### src/rtl/input_skew_feeder.sv
// Staircase-skews one N-lane operand vector per beat onto the systolic grid edge, then flushes N-1 zero advances and pulses done.
// Optional downstream backpressure (adds out_ready) is enabled by defining INPUT_SKEW_BACKPRESSURE_EN.
module input_skew_feeder #(
   parameter int N          = 4,
   parameter int DATA_WIDTH = 8
) (
   input  logic                    clk,
   input  logic                    reset,
`ifdef INPUT_SKEW_BACKPRESSURE_EN
   input  logic                    out_ready,
`endif
   input  logic                    in_valid,
   output logic                    in_ready,
   input  logic [N*DATA_WIDTH-1:0] in_data,
   input  logic                    in_last,
   output logic [N*DATA_WIDTH-1:0] out_data,
   output logic                    out_valid,
   output logic                    busy,
   output logic                    done
);

   localparam int CW = (N > 1) ? $clog2(N) : 1;

   typedef enum logic [1:0] {
      IDLE,
      STREAM,
      FLUSH
   } state_e;

   state_e                  state_q, state_d;
   logic [CW-1:0]           cnt_q, cnt_d;
   logic                    outValid_q;
   logic                    done_q, done_d;
   logic                    downstreamReady;
   logic                    accept;
   logic                    advance;
   logic [N*DATA_WIDTH-1:0] laneIn;

`ifdef INPUT_SKEW_BACKPRESSURE_EN
   assign downstreamReady = out_ready;
`else
   assign downstreamReady = 1'b1;
`endif

   // Flush advances push zeros so the previous tile never leaks into the next one.
   assign in_ready  = (state_q != FLUSH) & downstreamReady;
   assign accept    = in_valid & in_ready;
   assign advance   = (accept | (state_q == FLUSH)) & downstreamReady;
   assign laneIn    = accept ? in_data : '0;

   assign out_valid = outValid_q;
   assign done      = done_q;
   assign busy      = (state_q != IDLE);

   always_ff @(posedge clk or posedge reset) begin
      if (reset) begin
         state_q    <= IDLE;
         cnt_q      <= '0;
         outValid_q <= 1'b0;
         done_q     <= 1'b0;
      end else begin
         state_q    <= state_d;
         cnt_q      <= cnt_d;
         outValid_q <= advance;
         done_q     <= done_d;
      end
   end

   // done fires on the advance that moves the last beat's top lane onto out_data.
   always_comb begin
      state_d = state_q;
      cnt_d   = cnt_q;
      done_d  = 1'b0;
      case (state_q)
         IDLE, STREAM: begin
            if (accept) begin
               if (in_last) begin
                  if (N == 1) begin
                     state_d = IDLE;
                     done_d  = 1'b1;
                  end else begin
                     state_d = FLUSH;
                     cnt_d   = CW'(N - 1);
                  end
               end else begin
                  state_d = STREAM;
               end
            end
         end
         FLUSH: begin
            if (advance) begin
               cnt_d = cnt_q - CW'(1);
               if (cnt_q == CW'(1)) begin
                  state_d = IDLE;
                  done_d  = 1'b1;
               end
            end
         end
         default: begin
            state_d = IDLE;
         end
      endcase
   end

   for (genvar i = 0; i < N; i++) begin : gLane
      logic [DATA_WIDTH-1:0] outLane_q;

      assign out_data[i*DATA_WIDTH +: DATA_WIDTH] = outLane_q;

      if (i == 0) begin : gDirect
         always_ff @(posedge clk or posedge reset) begin
            if (reset) begin
               outLane_q <= '0;
            end else if (advance) begin
               outLane_q <= laneIn[0 +: DATA_WIDTH];
            end
         end
      end else begin : gDelay
         // Lane i sees i extra advances of delay before its output register.
         logic [DATA_WIDTH-1:0] dly_q [i];

         always_ff @(posedge clk or posedge reset) begin
            if (reset) begin
               for (int j = 0; j < i; j++) begin
                  dly_q[j] <= '0;
               end
               outLane_q <= '0;
            end else if (advance) begin
               dly_q[0] <= laneIn[i*DATA_WIDTH +: DATA_WIDTH];
               for (int j = 1; j < i; j++) begin
                  dly_q[j] <= dly_q[j-1];
               end
               outLane_q <= dly_q[i-1];
            end
         end
      end
   end

endmodule

### config.mk
export PLATFORM = sky130hd
export DESIGN_NAME = input_skew_feeder
export DESIGN_NICKNAME = d
export VERILOG_FILES = /design/src/rtl/input_skew_feeder.sv
export SDC_FILE = /design/constraint.sdc
export NUM_CORES = 1
export LEC_CHECK = 0
export BUFFER_PORTS_ARGS = -buffer_cell sky130_fd_sc_hd__buf_2
export CAP_MARGIN = 20
export CORE_AREA = 2 2 57 113
export CTS_CLUSTER_SIZE = 12
export DETAILED_ROUTE_END_ITERATION = 12
export DIE_AREA = 0 0 59 115
export PLACE_DENSITY = 0.91
export REMOVE_ABC_BUFFERS = 1
export SLEW_MARGIN = 20
export SYNTH_ARGS = -nofsm -noshare
export SYNTH_HDL_FRONTEND = slang
export SYNTH_SLANG_ARGS = --single-unit
export TNS_END_PERCENT = 20
### constraint.sdc
create_clock -name clk -period 7.6 [get_ports clk]
set_clock_uncertainty 0.15 [all_clocks]
set_input_delay 1.52 -clock clk [delete_from_list [all_inputs] [get_ports clk]]
set_output_delay 1.52 -clock clk [all_outputs]
set_load 0.01 [all_outputs]
==> flow_metrics.env, run 1 <==
export IMPL_cts_clk_slew_worst_paths_ns=0.06
export IMPL_worst_path_max_delay_cell="nor2_4"
export IMPL_grt_util_met3_pct=6.30
export IMPL_htree_num_levels=3
export IMPL_slew_headroom_pct=50.0
export IMPL_hp_start="cnt_q[1]$_DFFE_PP0P_"
export IMPL_whs_ns=0.339
export IMPL_cpMostUsedCell="buf_4"
export IMPL_cp_slowest_stage_delay_ns=0.58
export IMPL_syn_area_per_cell_um2=14.6
export IMPL_drt_wl_total_um=6450
export IMPL_path_max_fanout=35
export IMPL_final_cell_mix="dfrtp_1, buf_2, mux2_2"
export IMPL_vias=2005
export IMPL_leakage_uw=0.00210
export IMPL_clk_latency_ns=0.33
export IMPL_root_buffer="clkbuf_16"
export IMPL_netlist_area_um2=3350
export IMPL_portBuffers=71
export IMPL_use_met1_pct=25.4
export IMPL_start_util_pct=56.8
export IMPL_die_w_um=59
export IMPL_clock_path_buffers=2
export IMPL_fin_util_pct=68.9
export IMPL_peakVddDrop_v=0.000249
export IMPL_busiest_layer="met2"
export IMPL_crit_buf_inv=3
export IMPL_pre_cts_ws_ns=3.90
export IMPL_post_drt_wl_per_cell_um=17.4
export IMPL_ys_ff_latch=86
export IMPL_worst_setup_path_start_kind="input pin"
export IMPL_cts_buffers=9
export IMPL_drive_above_1_share_pct=45.6
export IMPL_cts_tree="built"
export IMPL_ys_types=21
export IMPL_cp_cell_sequence="buf_2 > buf_4 > nor2_4 > buf_4 > mux2_2"
export IMPL_place_hpwl_um=4250
export IMPL_crit_required_ns=7.66
export IMPL_min_period_ns=3.33
export IMPL_drtAntennaViolNets=0
export IMPL_drc=0
export IMPL_min_path_type="flip-flop to flip-flop"
export IMPL_grt_pass1_wl_um=10600
export IMPL_path_class="input pin to flip-flop"
export IMPL_rsz0062_at_grt="no"
export IMPL_diodes=0
export IMPL_fp_dieH_um=115
export IMPL_powerDensity_nw_per_um2=414
export IMPL_ys_seq_area_share_pct=64.2
export IMPL_max_cap_violations=0
export IMPL_antenna_found_initial=0
export IMPL_fmax_ghz=0.300
export IMPL_reg2reg_from="state_q[1]$_DFFE_PP0P_"
export IMPL_cts_setup_buffers=0
export IMPL_overflow=0
export IMPL_cts_hold_buf=0
export IMPL_core_um2=5910
export IMPL_clock_sinks=86
export IMPL_grt_usage_pct=21.4
export IMPL_tightestPinTransition_ns=0.751
export IMPL_drv_slew=0
export IMPL_drtIter0Drc=82
export IMPL_worstPathArrival_ns=3.39
export IMPL_final_common_cell="dfrtp_1"
export IMPL_final_nets=339
export IMPL_grt_max_degree=87
export IMPL_grt_pass1_vias=2199
export IMPL_fp_dieArea_um2=6790
export IMPL_syn_inst=229
export IMPL_place_gp_congestion=0.682
export IMPL_worst_setup_path_end_kind="flip-flop"
export IMPL_cts_resized=0
export IMPL_dr_pass1_iters=4
export IMPL_hold_violations=0
export IMPL_layout_setup_ws_ns=4.27
export IMPL_crit_family="buffers and inverters"
export IMPL_finalSetupTns_ns=0
export IMPL_finalCritPeriodShare_pct=43.9
export IMPL_synthToLayoutAreaGrowth_pct=21.3
export IMPL_crit_path_start="in_valid"
export IMPL_avgViaCountPerCell=5.42
export IMPL_setup_viol=0
export IMPL_rows=40
export IMPL_grt_util_met2_pct=34.8
export IMPL_yosys_warnings=0
export IMPL_status="complete, no violations"
export IMPL_io_pin_count=72
export IMPL_fillers=429
==> cell usage after synthesis <==
cell type,number,area share (%)
buf_4,1,0.22
o22a_1,1,0.26
xor2_1,1,0.26
nor2_4,1,0.34
mux2_4,9,4.0
a22oi_1,1,0.22
inv_1,4,0.45
buf_2,7,1.0
nor2_1,34,3.8
o21ai_0,2,0.30
dfrtp_1,86,64
nor2b_1,1,0.19
clkbuf_1,3,0.34
o22ai_1,1,0.19
ha_1,1,0.37
and2_1,1,0.19
buf_6,2,0.67
mux2i_1,32,9.6
nand2_1,1,0.11
mux2_2,39,13
or2_2,1,0.19
==> cell type report <==
type | instances | area [um2] | share of cell area (%)
tap | 63 | 78.8 | 1.94
inverter | 4 | 16.3 | 0.400
clock buffer | 13 | 250 | 6.15
multi-input combinational | 126 | 1110 | 27.4
timing repair buffer | 75 | 389 | 9.57
clock inverter | 3 | 67.6 | 1.66
sequential | 86 | 2150 | 52.9
==> worst register-to-register path, stage by stage, from the launching register on <==
cell	delay (ns)
dfrtp_1	0.44
nor2b_2	0.19
buf_4	0.25
nor2_4	0.54
buf_4	0.48
mux2_2	0.40
==> sequential cells by signal (all words and copies together) (netlist names) <==
name	flops
cnt_q	2
done	1
gLane.gDelay.dly_q	48
gLane.outLane_q	32
out_valid	1
state_q	2
==> power breakdown <==
part | total, uW | internal, uW | switching, uW | leakage (uW)
Clock | 461 | 297 | 164 | 0.000150
Sequential | 760 | 649 | 111 | 0.00107
Combinational | 463 | 244 | 219 | 0.000883
==> through the flow <==
| step | power (uW) | instance area [um2] | std cells |
|---|---|---|---|
| 3_3_place_gp | 1180 | 3740 | 354 |
| 6_report | 1680 | 4070 | 370 |
| 2_1_floorplan | 1040 | 3280 | 216 |
| 4_1_cts | 1700 | 4060 | 370 |
| 3_5_place_dp | 1230 | 3740 | 354 |
| 5_1_grt | 1780 | 4070 | 370 |
==> path summary, 6_finish.rpt <==
| path | endpoint | slack [ns] | cells after the start |
|---|---|---|---|
| setup / recovery | gLane[2].outLane_q[7]$_DFFE_PP0P_ | 4.27 | 5 |
| hold / removal | cnt_q[1]$_DFFE_PP0P_ | 0.34 | 1 |
| setup reg to reg | gLane[2].outLane_q[7]$_DFFE_PP0P_ | 5.03 | 5 |
| hold reg to reg | cnt_q[1]$_DFFE_PP0P_ | 0.34 | 1 |
| max in group asynchronous | gLane[2].gDelay.dly_q[11]$_DFFE_PP0P_ | 5.56 | 3 |
| min in group asynchronous | gLane[1].outLane_q[1]$_DFFE_PP0P_ | 1.24 | 3 |
==> metal layers <==
layer	wire length, um	up-vias	share of wire [%]
li1	-	917	-
met2	3400	77	53
met1	2480	999	38
met4	152	0	2.4
met5	0	-	0
met3	412	12	6.4
==> kinds of logic (layout without fill, tap and decap cells) <==
| family | Yosys count | in the layout | share of synthesized area, % |
|---|---|---|---|
| DFF | 86 | 86 | 64.2 |
| muxes | 80 | 80 | 26.7 |
| and+or+nand+nor | 39 | 39 | 4.81 |
| buffers and inverters | 17 | 95 | 2.72 |
| AOI/OAI and AO/OA | 5 | 5 | 0.970 |
| adders and majority gates | 1 | 1 | 0.373 |
| xor gates and xnor gates | 1 | 1 | 0.261 |
Power figures use the tool's default switching activity.
==> run 2: changes to the inputs <==
--- a/config.mk
+++ b/config.mk
@@ -5,13 +5,14 @@
 export SDC_FILE = /design/constraint.sdc
 export NUM_CORES = 1
 export LEC_CHECK = 0
+export ABC_AREA = 1
 export BUFFER_PORTS_ARGS = -buffer_cell sky130_fd_sc_hd__buf_2
 export CAP_MARGIN = 20
-export CORE_AREA = 2 2 57 113
+export CORE_AREA = 2 2 60 119
 export CTS_CLUSTER_SIZE = 12
 export DETAILED_ROUTE_END_ITERATION = 12
-export DIE_AREA = 0 0 59 115
-export PLACE_DENSITY = 0.91
+export DIE_AREA = 0 0 62 121
+export PLACE_DENSITY = 0.86
 export REMOVE_ABC_BUFFERS = 1
 export SLEW_MARGIN = 20
 export SYNTH_ARGS = -nofsm -noshare
==> constraint.sdc (replaced) <==
create_clock -name clk -period 3.38 [get_ports clk]
set_clock_uncertainty 0.15 [all_clocks]
set_input_delay 0.676 -clock clk [delete_from_list [all_inputs] [get_ports clk]]
set_output_delay 0.676 -clock clk [all_outputs]
set_load 0.01 [all_outputs]
==> run 2 against run 1 <==
  * Sequential share of layout area decreased by 1.5 points
  * Utilization decreased by 5.2 points
  * Largest cell class unchanged
  * Non-clock buffer count unchanged
  * Global-route usage decreased by 0.45 points
  * Combinational power increased by 100%
  * Setup slack got worse by 2.9 ns
  * Wire length increased by 9.4%
  * Via count increased by 39%
==> flow_metrics.env, run 2 <==
export IMPL_multi_input_area_um2=1130
export IMPL_fillers=562
export IMPL_drv_slew=0
export IMPL_synth_mux_area_share_pct=0
export IMPL_syn_inst=380
export IMPL_avgViaCountPerCell=5.27
export IMPL_worst_setup_path_start_kind="flip-flop"
export IMPL_drc=0
export IMPL_grt_pass1_wl_um=11600
export IMPL_max_cap_violations=0
export IMPL_powerDensity_nw_per_um2=884
export IMPL_finalCritPeriodShare_pct=60.7
export IMPL_drtAntennaViolNets=0
export IMPL_min_path_type="input pin to async pin"
export IMPL_antenna_found_initial=0
export IMPL_synth_main_ff_cell="dfrtp_1"
export IMPL_synth_fa_ha_area_share_pct=0.359
export IMPL_worstPathArrival_ns=1.23
export IMPL_final_cell_mix="nand2_1, nand3_1, dfrtp_1"
export IMPL_top_register="gLane.gDelay.dly_q"
export IMPL_portBuffers=71
export IMPL_pre_cts_ws_ns=1.30
export IMPL_place_gp_congestion=0.815
export IMPL_synthToLayoutAreaGrowth_pct=20.2
export IMPL_whs_ns=0.273
export IMPL_tightestPinTransition_ns=0.859
export IMPL_synth_edf_count=0
export IMPL_synth_top_family_by_area="simple AND/OR/NAND/NOR gates"
export IMPL_vias=2790
export IMPL_leakage_uw=0.00234
export IMPL_grt_pass1_vias=2632
export IMPL_largest_reg_flops=48
export IMPL_layout_setup_ws_ns=1.33
export IMPL_async_flop_share_pct=100
export IMPL_status="complete, no violations"
export IMPL_final_nets=473
export IMPL_cts_buffers=9
export IMPL_rsz0062_at_grt="no"
export IMPL_synth_xor_area_share_pct=0
export IMPL_peakVddDrop_v=0.000528
export IMPL_overflow=0
export IMPL_reg_largest_list="gLane.gDelay.dly_q (48), gLane.outLane_q (32)"
export IMPL_synth_area_top_cells="dfrtp_1, nand3_1, nand2_1, buf_2, buf_6"
export IMPL_dr_pass1_iters=7
export IMPL_setup_viol=0
export IMPL_ys_seq_area_share_pct=61.8
export IMPL_cts_hold_buf=0
export IMPL_root_buffer="clkbuf_16"
export IMPL_clock_sinks=86
export IMPL_fp_dieH_um=121
export IMPL_die_w_um=62
export IMPL_cts_tree="built"
export IMPL_worstReg2RegEnd="cnt_q[0]$_DFFE_PP0P_"
export IMPL_post_drt_wl_per_cell_um=13.3
export IMPL_crit_required_ns=2.55
export IMPL_yosys_cell_count_top_type="nand2_1"
export IMPL_grt_usage_pct=21.0
export IMPL_cts_setup_buffers=0
export IMPL_synth_top_area_cell="dfrtp_1"
export IMPL_synthTopCellsByCount="nand2_1, nand3_1, dfrtp_1, buf_2, clkbuf_1"
export IMPL_yosys_warnings=0
export IMPL_cp_slowest_stage_delay_ns=0.43
export IMPL_clock_path_buffers=2
export IMPL_min_period_ns=2.05
export IMPL_path_max_fanout=28
export IMPL_drtIter0Drc=144
export IMPL_cts_resized=0
export IMPL_slew_headroom_pct=42.5
export IMPL_ys_ff_latch=86
export IMPL_worst_setup_path_end_kind="primary output"
export IMPL_crit_path_start="state_q[1]$_DFFE_PP0P_"
export IMPL_cp_cell_sequence="nand2_4 > buf_2"
export IMPL_final_common_cell="nand2_1"
export IMPL_grt_max_degree=93
export IMPL_final_cell_area_um2=4180
export IMPL_power_uw=3700
export IMPL_fmax_ghz=0.487
export IMPL_clk_latency_ns=0.33
export IMPL_reg2reg_from="state_q[1]$_DFFE_PP0P_"
export IMPL_fp_dieArea_um2=7500
export IMPL_io_pin_count=72
export IMPL_drt_wl_total_um=7050
export IMPL_place_hpwl_um=4280
export IMPL_htree_num_levels=3
export IMPL_netlist_area_um2=3480
export IMPL_worst_path_max_delay_cell="dfrtp_1"
export IMPL_diodes=0
export IMPL_drive_above_1_share_pct=21.8
export IMPL_reg2reg_depth=5
export IMPL_start_util_pct=53.0
export IMPL_path_class="flip-flop to primary output"
export IMPL_endpoint="in_ready"
export IMPL_syn_area_per_cell_um2=9.16
export IMPL_regArea_um2=2150
export IMPL_rows=42
export IMPL_ys_types=15
export IMPL_synthSimpleGateAreaFrac_pct=31.6
export IMPL_cts_clk_slew_worst_paths_ns=0.06
export IMPL_synth_compound_area_share_pct=0.359
export IMPL_core_um2=6570
export IMPL_synth_top_area_share_pct=61.8
export IMPL_reg2reg_slack_ns=1.34
export IMPL_hold_violations=0
export IMPL_post_dp_cell_area_um2=3820
## run 2: changes by cell type after synthesis, moves of 3 or more
cell,before,now
mux2_2,39,0
nand2_1,1,137
mux2_4,9,0
mux2i_1,32,0
nor2_1,34,2
clkbuf_1,3,6
buf_2,7,17
nand3_1,0,114
## run 2: cell type report
class                      count  share of cell area, %
tap                           88                   2.63
inverter                       7                  0.718
clock buffer                  11                   6.04
clock inverter                 5                   2.51
timing repair buffer          75                   9.51
multi-input combinational    257                   27.1
sequential                    86                   51.5
## run 2: power by group
| group | switching (uW) | internal (uW) |
|---|---|---|
| Combinational | 599 | 344 |
| Sequential | 210 | 1400 |
| Clock | 384 | 762 |
## run 2: layer usage
layer	vias up	part of all wire, %	GRT usage [%]	wire length, um
met3	13	4.4	5.22	309
met1	1353	41	26.7	2900
met5	-	0	0	0
li1	1349	-	-	-
met4	0	2.6	10.2	185
met2	75	52	32.4	3660
## run 2: per-stage QoR
step                      utilization, %  instances  setup TNS, ns
after floorplan                        -        350         -38.84
after global placement              58.2        513              0
after detailed placement            58.2        513              0
after CTS                           63.7        529              0
after global routing                63.7        529              0
final                               63.7        529              0
## run 2: cells by family after synthesis
logic type | after synthesis
and+or+nand+nor | 254
DFF | 86
buffers and inverters | 37
AOI/OAI and AO/OA | 2
adders and majority gates | 1
## run 2: how the worst min path moves through the flow
stage | startpoint | endpoint
6_report | reset | gLane[3].gDelay.dly_q[23]$_DFFE_PP0P_
3_5_place_dp | gLane[3].gDelay.dly_q[4]$_DFFE_PP0P_ | gLane[3].outLane_q[4]$_DFFE_PP0P_
3_3_place_gp | gLane[3].gDelay.dly_q[6]$_DFFE_PP0P_ | gLane[3].outLane_q[6]$_DFFE_PP0P_
5_1_grt | reset | gLane[2].outLane_q[1]$_DFFE_PP0P_
4_1_cts | reset | gLane[1].outLane_q[0]$_DFFE_PP0P_
2_1_floorplan | gLane[1].gDelay.dly_q[0]$_DFFE_PP0P_ | gLane[1].outLane_q[0]$_DFFE_PP0P_
## run 2: worst max-delay path, delay by kind of cell, from the launching register on
| kind | cells | cell delay, ns |
|---|---|---|
| buffers and inverters | 1 | 0.20 |
| and+or+nand+nor | 1 | 0.26 |
| DFF | 1 | 0.43 |
==> run 3: changes to the inputs <==
==> constraint.sdc (replaced) <==
create_clock -name clk -period 1.9 [get_ports clk]
set_clock_uncertainty 0.15 [all_clocks]
set_input_delay 0.38 -clock clk [delete_from_list [all_inputs] [get_ports clk]]
set_output_delay 0.38 -clock clk [all_outputs]
set_load 0.01 [all_outputs]
==> run 3 against run 2 <==
  * First-iteration DRC count decreased by 41%
  * Sequential share of layout area increased by 0.12 points
  * Critical path depth unchanged
  * Power increased by 70%
  * Sequential cell count unchanged
  * Via count decreased by 0.14%
  * Clock-buffer cell count increased by 2
  * Cell count increased by 0.38%
  * Worst hold slack got worse by 0.18 ns
  * Largest cell class unchanged
  * Largest power group unchanged
==> flow_metrics.env, run 3 (synthesized netlist as in run 2, its figures left out) <==
export IMPL_htree_num_levels=3
export IMPL_pre_cts_ws_ns=0.391
export IMPL_p_seq_share_pct=45.3
export IMPL_reg2reg_slack_ns=0.38
export IMPL_start_util_pct=53.0
export IMPL_endpoint="in_ready"
export IMPL_antenna_found_initial=0
export IMPL_drt_wl_total_um=6960
export IMPL_die_w_um=62
export IMPL_fillers=530
export IMPL_worst_setup_path_start_kind="flip-flop"
export IMPL_final_nets=477
export IMPL_root_buffer="clkbuf_16"
export IMPL_regArea_um2=2150
export IMPL_peakVddDrop_v=0.000781
export IMPL_core_um2=6570
export IMPL_tightestPinTransition_ns=0.454
export IMPL_cts_buffers=9
export IMPL_drv_slew=0
export IMPL_slew_headroom_pct=69.8
export IMPL_status="complete, no violations"
export IMPL_worst_path_max_delay_cell="dfrtp_1"
export IMPL_drtIter0Drc=85
export IMPL_place_gp_congestion=0.798
export IMPL_power_uw=6290
export IMPL_max_cap_violations=0
export IMPL_final_cell_mix="nand2_1, nand3_1, dfrtp_1"
export IMPL_min_path_type="input pin to flip-flop"
export IMPL_reg_largest_list="gLane.gDelay.dly_q (48), gLane.outLane_q (32)"
export IMPL_post_drt_wl_per_cell_um=13.1
export IMPL_clock_sinks=86
export IMPL_path_class="flip-flop to primary output"
export IMPL_p_int_uw=4220
export IMPL_setup_viol=0
export IMPL_layout_setup_ws_ns=0.0813
export IMPL_final_cell_area_um2=4170
export IMPL_crit_required_ns=1.37
export IMPL_overflow=0
export IMPL_drc=0
export IMPL_crit_buf_inv=1
export IMPL_fin_util_pct=63.5
export IMPL_grt_pass1_vias=2611
export IMPL_reg2reg_from="state_q[1]$_DFFE_PP0P_"
export IMPL_crit_path_start="state_q[1]$_DFFE_PP0P_"
export IMPL_post_dp_cell_area_um2=3870
export IMPL_avgViaCountPerCell=5.25
export IMPL_cp_depth=2
export IMPL_largest_reg_flops=48
export IMPL_worst_setup_path_end_kind="primary output"
export IMPL_fp_dieH_um=121
export IMPL_drtAntennaViolNets=0
export IMPL_hold_violations=0
export IMPL_crit_family="flip-flops"
export IMPL_final_common_cell="nand2_1"
export IMPL_p_sw_share_pct=32.9
export IMPL_power_frac_clock_pct=27.2
export IMPL_clock_path_buffers=2
export IMPL_worstPathArrival_ns=1.29
export IMPL_whs_ns=0.0918
export IMPL_grt_max_degree=87
export IMPL_cp_cell_sequence="nand2_4 > buf_2"
export IMPL_rsz0062_at_grt="no"
export IMPL_min_period_ns=1.82
export IMPL_io_pin_count=72
export IMPL_vias=2786
export IMPL_fp_dieArea_um2=7500
export IMPL_path_max_fanout=32
export IMPL_synthToLayoutAreaGrowth_pct=19.9
export IMPL_reg2reg_depth=4
export IMPL_grt_usage_pct=20.7
export IMPL_leakage_uw=0.00234
export IMPL_multi_input_area_um2=1130
export IMPL_cts_clk_slew_worst_paths_ns=0.05
export IMPL_power_switching_uw=2070
export IMPL_dr_pass1_iters=5
export IMPL_cts_tree="built"
export IMPL_cp_slowest_stage_delay_ns=0.43
export IMPL_powerDensity_nw_per_um2=1510
export IMPL_rows=42
export IMPL_drive_above_1_share_pct=21.4
export IMPL_clk_latency_ns=0.33
export IMPL_diodes=0
export IMPL_finalCritPeriodShare_pct=95.7
export IMPL_portBuffers=71
export IMPL_grt_pass1_wl_um=11500
export IMPL_fmax_ghz=0.550
export IMPL_top_register="gLane.gDelay.dly_q"
export IMPL_place_hpwl_um=4220
export IMPL_p_comb_share_pct=27.5
export IMPL_worstReg2RegEnd="gLane[1].gDelay.dly_q[1]$_DFFE_PP0P_"
[run 3: final cells by class]
type	count	area share, %
clock buffer	13	6.24
clock inverter	1	0.720
inverter	7	0.720
multi-input combinational	257	27.2
sequential	86	51.6
tap	88	2.64
timing repair buffer	79	10.9
[run 3: power by group through the flow]
stage / Sequential (uW) / Combinational [uW] / Clock (uW)
5_1_grt: 2930 / 1960 / 1820
2_1_floorplan: 2930 / 988 / 0
4_1_cts: 2850 / 1760 / 1740
3_3_place_gp: 2840 / 1680 / 0
6_report: 2850 / 1730 / 1710
3_5_place_dp: 2870 / 1740 / 0
[run 3: worst min-delay path by stage]
stage	from	to	slack, ns	cells past startpoint
6_report	in_last	state_q[0]$_DFFE_PP0P_	0.09	2
5_1_grt	in_last	state_q[0]$_DFFE_PP0P_	0.09	2
4_1_cts	in_last	state_q[0]$_DFFE_PP0P_	0.08	2
3_5_place_dp	gLane[2].gDelay.dly_q[1]$_DFFE_PP0P_	gLane[2].outLane_q[1]$_DFFE_PP0P_	0.31	2
3_3_place_gp	gLane[2].gDelay.dly_q[4]$_DFFE_PP0P_	gLane[2].outLane_q[4]$_DFFE_PP0P_	0.30	2
2_1_floorplan	gLane[1].gDelay.dly_q[0]$_DFFE_PP0P_	gLane[1].outLane_q[0]$_DFFE_PP0P_	0.29	2
[run 3: worst reg2reg max path, delay by kind of cell, from the launching register on]
kind	cells	cell delay, ns
buffers and inverters	1	0.35
and+or+nand+nor	3	0.52
DFF	1	0.43
[run 3: through the flow]
step | instances | setup TNS (ns)
after detailed placement | 516 | 0
after CTS | 531 | 0
final | 531 | 0
after global placement | 516 | 0
after global routing | 531 | 0
after floorplan | 350 | -214.41
[run 3: repair_timing]
action,in CTS,in global routing
hold endpoints to repair,1,0
hold buffers,1,0
setup buffers,0,0
gates resized for setup,0,0
[run 3: layer usage]
layer	global-route usage, %	wire length, um	share of wire, %	vias to the layer above
li1	-	-	-	1350
met1	25.9	2980	43	1341
met2	32.1	3490	50	78
met3	5.12	275	4.0	17
met4	10.8	215	3.1	0
met5	0	0	0	-
